$ cat config.mk
export PLATFORM = sky130hd
export DESIGN_NAME = icache_refill_writer
export DESIGN_NICKNAME = d
export VERILOG_FILES = /design/src/rtl/icache_refill_writer.sv
export SDC_FILE = /design/constraint.sdc
export NUM_CORES = 1
export LEC_CHECK = 0
export BUFFER_PORTS_ARGS = -buffer_cell sky130_fd_sc_hd__clkbuf_2
export CORE_ASPECT_RATIO = 1.4
export CORE_MARGIN = 2
export CORE_UTILIZATION = 54
export DETAILED_ROUTE_END_ITERATION = 12
export PLACE_DENSITY = 0.88
export SYNTH_ARGS = -nofsm -noshare
export SYNTH_HDL_FRONTEND = slang
export SYNTH_SLANG_ARGS = --single-unit
$ cat constraint.sdc
create_clock -name clk -period 8.29 [get_ports clk]
set_clock_uncertainty 0.1 [all_clocks]
set_input_delay 0.829 -clock clk [delete_from_list [all_inputs] [get_ports clk]]
set_output_delay 0.829 -clock clk [all_outputs]
set_load 0.05 [all_outputs]
$ cat src/rtl/icache_refill_writer.sv
// icache_refill_writer
//
// Takes whole refill lines from the response deserializer and matches
// them, in order, against a queue of pending misses. An accepted line is
// written into the victim way one word per cycle, starting at the critical
// word. The tag (with its valid bit) is written last. The critical word goes
// back to the fetch unit one cycle after acceptance.
//
// Optional feature: define ICACHE_REFILL_ID_CHECK_EN to compare each
// response ID with the queue-head ID. A mismatch takes the error path and
// sets the sticky id_mismatch_o flag. When the macro is undefined,
// id_mismatch_o is tied to 0.
//
// Ports:
//   clk, rst                  clock, asynchronous active-high reset
//   miss_*                    miss push interface from the cache controller
//   refill_*                  whole-line refill response (valid/ready)
//   data_*                    SCM data bank write port
//   tag_*                     tag bank write port, wdata = {valid, tag}
//   fetch_*                   critical-word return to the fetch unit
//   busy_o                    a line is being written or dropped
//   id_mismatch_o             sticky response-ID mismatch flag
module icache_refill_writer #(
    parameter int CACHE_LINE        = 4,
    parameter int ICACHE_DATA_WIDTH = 32,
    parameter int AXI_ID            = 6,
    parameter int AXI_USER          = 8,
    parameter int NB_WAYS           = 4,
    parameter int SET_ID_WIDTH      = 5,
    parameter int TAG_WIDTH         = 22,
    parameter int MISS_DEPTH        = 4
) (
    input  logic                                    clk,
    input  logic                                    rst,
    input  logic                                    miss_valid_i,
    output logic                                    miss_ready_o,
    input  logic [TAG_WIDTH-1:0]                    miss_tag_i,
    input  logic [SET_ID_WIDTH-1:0]                 miss_set_i,
    input  logic [$clog2(CACHE_LINE)-1:0]           miss_word_i,
    input  logic [$clog2(NB_WAYS)-1:0]              miss_way_i,
    input  logic [AXI_ID-1:0]                       miss_id_i,
    input  logic [AXI_ID-1:0]                       refill_rid_i,
    input  logic [CACHE_LINE*ICACHE_DATA_WIDTH-1:0] refill_rdata_i,
    input  logic [1:0]                              refill_rresp_i,
    input  logic [AXI_USER-1:0]                     refill_ruser_i,
    input  logic                                    refill_rvalid_i,
    output logic                                    refill_rready_o,
    output logic                                    data_we_o,
    output logic [$clog2(NB_WAYS)-1:0]              data_way_o,
    output logic [SET_ID_WIDTH-1:0]                 data_set_o,
    output logic [$clog2(CACHE_LINE)-1:0]           data_word_o,
    output logic [ICACHE_DATA_WIDTH-1:0]            data_wdata_o,
    output logic                                    tag_we_o,
    output logic [$clog2(NB_WAYS)-1:0]              tag_way_o,
    output logic [SET_ID_WIDTH-1:0]                 tag_set_o,
    output logic [TAG_WIDTH:0]                      tag_wdata_o,
    output logic                                    fetch_rvalid_o,
    output logic [ICACHE_DATA_WIDTH-1:0]            fetch_rdata_o,
    output logic                                    fetch_err_o,
    output logic                                    busy_o,
    output logic                                    id_mismatch_o
);

    localparam int WORD_W = $clog2(CACHE_LINE);
    localparam int WAY_W  = $clog2(NB_WAYS);
    localparam int PTR_W  = $clog2(MISS_DEPTH);
    localparam int LINE_W = CACHE_LINE * ICACHE_DATA_WIDTH;

    typedef struct packed {
        logic [TAG_WIDTH-1:0]    tag;
        logic [SET_ID_WIDTH-1:0] set;
        logic [WORD_W-1:0]       word;
        logic [WAY_W-1:0]        way;
        logic [AXI_ID-1:0]       id;
    } miss_t;

    typedef enum logic [1:0] {IDLE, WRITE_DATA, WRITE_TAG, ERROR} state_t;

    // ---------------- pending-miss queue ----------------
    miss_t            queue_q [MISS_DEPTH];
    logic [PTR_W-1:0] wr_ptr_q, rd_ptr_q;
    logic [PTR_W:0]   count_q;
    logic             full, empty, push, accept;
    miss_t            head;

    state_t state_q, state_d;

    assign full            = (count_q == (PTR_W+1)'(MISS_DEPTH));
    assign empty           = (count_q == '0);
    assign miss_ready_o    = !full;
    assign refill_rready_o = (state_q == IDLE) && !empty;
    // A push is decided on registered fullness, so a pop in the same cycle
    // does not make room for it.
    assign push            = miss_valid_i && !full;
    assign accept          = refill_rvalid_i && refill_rready_o;
    assign head            = queue_q[rd_ptr_q];

    // NOTE: the queue storage has no reset; the pointers and count define which
    // entries are live, so stale contents are never observed after reset.
    always_ff @(posedge clk) begin
        if (push) begin
            queue_q[wr_ptr_q] <= '{tag: miss_tag_i, set: miss_set_i, word: miss_word_i,
                                   way: miss_way_i, id: miss_id_i};
        end
    end

    // NOTE: sequential state is updated with non-blocking assignments only, so
    // every flop samples the pre-edge values regardless of statement order.
    always_ff @(posedge clk or posedge rst) begin
        if (rst) begin
            wr_ptr_q <= '0;
            rd_ptr_q <= '0;
            count_q  <= '0;
        end else begin
            if (push)   wr_ptr_q <= wr_ptr_q + PTR_W'(1);
            if (accept) rd_ptr_q <= rd_ptr_q + PTR_W'(1);
            case ({push, accept})
                2'b10:   count_q <= count_q + (PTR_W+1)'(1);
                2'b01:   count_q <= count_q - (PTR_W+1)'(1);
                default: count_q <= count_q;
            endcase
        end
    end

    // ---------------- acceptance decision ----------------
    logic                         id_bad, accept_err;
    logic [ICACHE_DATA_WIDTH-1:0] crit_word;
    logic                         unused_ok;

`ifdef ICACHE_REFILL_ID_CHECK_EN
    assign id_bad    = (refill_rid_i != head.id);
    assign unused_ok = ^{refill_ruser_i, refill_rresp_i[0]};
`else
    assign id_bad    = 1'b0;
    assign unused_ok = ^{refill_ruser_i, refill_rresp_i[0], refill_rid_i, head.id};
`endif

    assign accept_err = refill_rresp_i[1] | id_bad;
    assign crit_word  = refill_rdata_i[head.word*ICACHE_DATA_WIDTH +: ICACHE_DATA_WIDTH];

    // ---------------- line buffer and fetch return ----------------
    logic [LINE_W-1:0]       line_q;
    logic [WORD_W-1:0]       crit_q, k_q, word_idx;
    logic [WAY_W-1:0]        way_q;
    logic [SET_ID_WIDTH-1:0] set_q;
    logic [TAG_WIDTH-1:0]    tag_q;

    // Line buffer and write counter are only read while busy, and they are
    // always loaded on acceptance, so they need no reset.
    always_ff @(posedge clk) begin
        if (accept) begin
            line_q <= refill_rdata_i;
            crit_q <= head.word;
            way_q  <= head.way;
            set_q  <= head.set;
            tag_q  <= head.tag;
            k_q    <= '0;
        end else if (state_q == WRITE_DATA) begin
            k_q <= k_q + WORD_W'(1);
        end
    end

    always_ff @(posedge clk or posedge rst) begin
        if (rst) begin
            state_q        <= IDLE;
            fetch_rvalid_o <= 1'b0;
            fetch_err_o    <= 1'b0;
            fetch_rdata_o  <= '0;
        end else begin
            state_q        <= state_d;
            fetch_rvalid_o <= accept;
            fetch_err_o    <= accept && accept_err;
            fetch_rdata_o  <= (accept && !accept_err) ? crit_word : '0;
        end
    end

`ifdef ICACHE_REFILL_ID_CHECK_EN
    always_ff @(posedge clk or posedge rst) begin
        if (rst)                  id_mismatch_o <= 1'b0;
        else if (accept && id_bad) id_mismatch_o <= 1'b1;
    end
`else
    assign id_mismatch_o = 1'b0;
`endif

    // Critical-word-first order wraps naturally in WORD_W bits.
    assign word_idx = crit_q + k_q;
    assign busy_o   = (state_q != IDLE);

    // NOTE: every output and next-state variable gets a default first, so
    // no path through the case leaves one unassigned and no latch is inferred.
    always_comb begin
        state_d      = state_q;
        data_we_o    = 1'b0;
        data_way_o   = '0;
        data_set_o   = '0;
        data_word_o  = '0;
        data_wdata_o = '0;
        tag_we_o     = 1'b0;
        tag_way_o    = '0;
        tag_set_o    = '0;
        tag_wdata_o  = '0;
        case (state_q)
            IDLE: begin
                if (accept) state_d = accept_err ? ERROR : WRITE_DATA;
            end
            WRITE_DATA: begin
                data_we_o    = 1'b1;
                data_way_o   = way_q;
                data_set_o   = set_q;
                data_word_o  = word_idx;
                data_wdata_o = line_q[word_idx*ICACHE_DATA_WIDTH +: ICACHE_DATA_WIDTH];
                if (k_q == WORD_W'(CACHE_LINE-1)) state_d = WRITE_TAG;
            end
            WRITE_TAG: begin
                tag_we_o    = 1'b1;
                tag_way_o   = way_q;
                tag_set_o   = set_q;
                tag_wdata_o = {1'b1, tag_q};
                state_d     = IDLE;
            end
            ERROR:   state_d = IDLE;
            default: state_d = IDLE;
        endcase
    end

endmodule
==> results.toml <==
[timing]
slew_headroom_pct = 23.0
rsz0062_at_grt = "false"
final-hold-violation-count = 0
fmax_mhz = 251
setup_tns_ns = 0
final_max_slew_viol_count = 0
report.final.setup_viol = 0
fin_ws_ns = 4.31
worst-slew-pin-transition_ns = 1.15
final.min_clock_period_ns = 3.98
timing.final.crit_share_pct = 48.0

[critical_path]
cp.arrival_ns = 3.05
end_kind = "output pin"
cp_max_fo = 65
crit_end = "data_wdata_o[20]"
critPathKind = "register to output pin"
r2r_end = "line_q[35]"
r2r_cells = 4
crit_required_ns = 7.36
regToRegSetupSlack_ns = 4.70
r2r_start = "state_q[0]"
cp-start-kind = "register"
critPathLaunch = "crit_q[0]"

[global_route]
grt_pass1_vias = 7914
met3_usage_pct = 5.03
grt_overflow = 0
antenna_found_initial = 1
grt_use_met1_pct = 24.9
grt_max_degree = 79
grt_pass1_wl_mm = 42.5
met2_usage_pct = 40.1
grt.total_usage_pct = 22.1
grt.busiest_layer = "met2"

[pwr]
irDropWorstVdd_uv = 373
p_leak_nw = 6.29
powerDensity_nw_per_um2 = 420

[cells_and_area]
nFillCells = 1571
syn2layout_area_growth_pct = 20.4
drive_gt1_share_pct = 37.8
design_area_sq_um = 15500
multi_input_area_sq_um = 3000
fin_nets = 1151
seq_area_sq_um = 9620

[floorplanning]
start_util_pct = 55.2
num_rows = 66
die-area_sq_um = 25100
chipWidth_microns = 134
core_sq_um = 23300
die_y_microns = 186
io_pins = 296

[clock_tree]
cts_tree = "done"
path_clk_slew_ns = 0.06
clock_sinks = 328
cts-root-buf = "clkbuf_16"
htreeDepth = 1
cts-resized-gates = 0
postCtsHoldBufs = 0
cts_buffers = 30
cts_buffer_depth = 3
post_cts_buffers = 0
clkLatencyLatePin_ns = 0.54

[place]
place_area_sq_um = 14500
port_buffers = 273
hpwl_mm = 17.8
pre_cts_slack_ns = 4.26
gp_congestion = 0.790

[synth]
yosysTopAreaCell = "edfxtp_1"
avgSynthCellArea_sq_um = 18.8
async_flop_share_pct = 13.1
syn_inst = 684
yosysMostFrequentCell = "edfxtp_1"
yosysWarnings = 0
synthTopCellsByArea = "edfxtp_1, mux2i_1, dfrtp_1"
synth.distinct_cells = 36
synth_top_area_share_pct = 66.2
ys_ff_latch = 328
syn_nets = 877
seq_area_frac_synth_pct = 74.9
synth-edff-count = 283
synth.cell_area_sq_um = 12800
synth_flop_cell = "edfxtp_1"
synth_commonest_cells = "edfxtp_1, mux2i_1, o22ai_1"

[detailed_routing]
wirelength_mm = 28.2
drt_first_pass_iters = 4
drc = 0
via_count = 7428
drtIter0Drc = 432
wl_per_cell_microns = 21.9
vias_per_cell = 5.76
postRouteAntennaNets = 0

[worst_hold_path]
holdCritPathClass = "input pin to register"
hp-start = "refill_rdata_i[59]"

[run_status]
status = "finished clean"

[job]
maxCapViolCount = 0
final cells by class:
class | instances | area share, %
Sequential cell | 328 | 62.2
Antenna cell | 1 | 0.0162
Tap cell | 306 | 2.48
Inverter | 9 | 0.218
Clock buffer | 44 | 5.72
Clock inverter | 12 | 0.623
Multi-Input combinational cell | 306 | 19.4
Timing Repair Buffer | 283 | 9.32
metal layers:
layer  part of all wire [%]  vias to the layer above
met5                      0                        -
li1                       -                     3256
met2                     53                      364
met4                    3.7                        0
met3                    8.8                       73
met1                     34                     3735
sequential cells by signal (all words and copies together), names as in the netlist, 3 cells and up:
register       cells
tag_q             22
line_q           128
fetch_rdata_o     32
queue_q          124
set_q              5
count_q            3
stage by stage:
stage | utilization, % | std cells | hold slack, ns | power [W]
3_5_place_dp | 62.2 | 1232 | 0.385 | 0.00520
3_3_place_gp | 62.2 | 1232 | 0.381 | 0.00513
2_1_floorplan | - | 684 | 0.368 | 0.00459
6_report | 66.4 | 1289 | 0.382 | 0.00650
4_1_cts | 66.4 | 1288 | 0.356 | 0.00655
5_1_grt | 66.4 | 1289 | 0.358 | 0.00676
worst max-delay path: stages (launching register included):
cell and delay [ns]:
edfxtp_1 0.37, ha_1 0.21, xnor3_4 1.04, mux2i_1 0.21
o22ai_1 0.28, clkbuf_2 0.33
power breakdown:
part | switching, W | total, W | internal, W
clock | 0.000565 | 0.00134 | 0.000772
combinational | 0.00191 | 0.00278 | 0.000861
sequential | 0.000109 | 0.00239 | 0.00228
total | 0.00259 | 0.00650 | 0.00391
cells by family (layout without fill, tap and decap cells):
group | Yosys count | count (layout) | share of synthesized area, %
fa+ha+maj | 8 | 8 | 0.838
other cells | 1 | 2 | 0.0292
mux | 161 | 161 | 15.6
buf+inv | 50 | 348 | 1.88
compound gates | 67 | 67 | 3.27
simple gates | 61 | 61 | 2.89
flops | 328 | 328 | 74.9
xor+xnor | 8 | 8 | 0.653
how the worst min path moves through the flow:
| stage | end | slack [ns] | cells after the start |
|---|---|---|---|
| floorplan | count_q[2] | 0.37 | 1 |
| global placement | count_q[2] | 0.38 | 1 |
| detailed placement | count_q[2] | 0.39 | 1 |
| CTS | line_q[5] | 0.36 | 1 |
| global route | line_q[21] | 0.36 | 1 |
| finish | line_q[59] | 0.38 | 1 |
placed cells by master, fill, tap and decap left out, types with 2 or more instances in the layout:
master        n
clkbuf_2    273
clkinvlp_4    2
clkbuf_1      7
mux2i_1     129
nand2_1       3
nand2b_1      2
dfxtp_1       2
ha_1          7
and3_2        4
clkinv_2      4
xor2_1        3
inv_1         8
and2_1       37
clkbuf_8      6
clkinv_1      3
nor2_1        4
clkbuf_16    31
mux4_2       30
xnor2_1       4
edfxtp_1    283
dfrtp_1      42
buf_4        10
o22ai_1      64
Note: power is estimated with default switching activity, not from simulation.
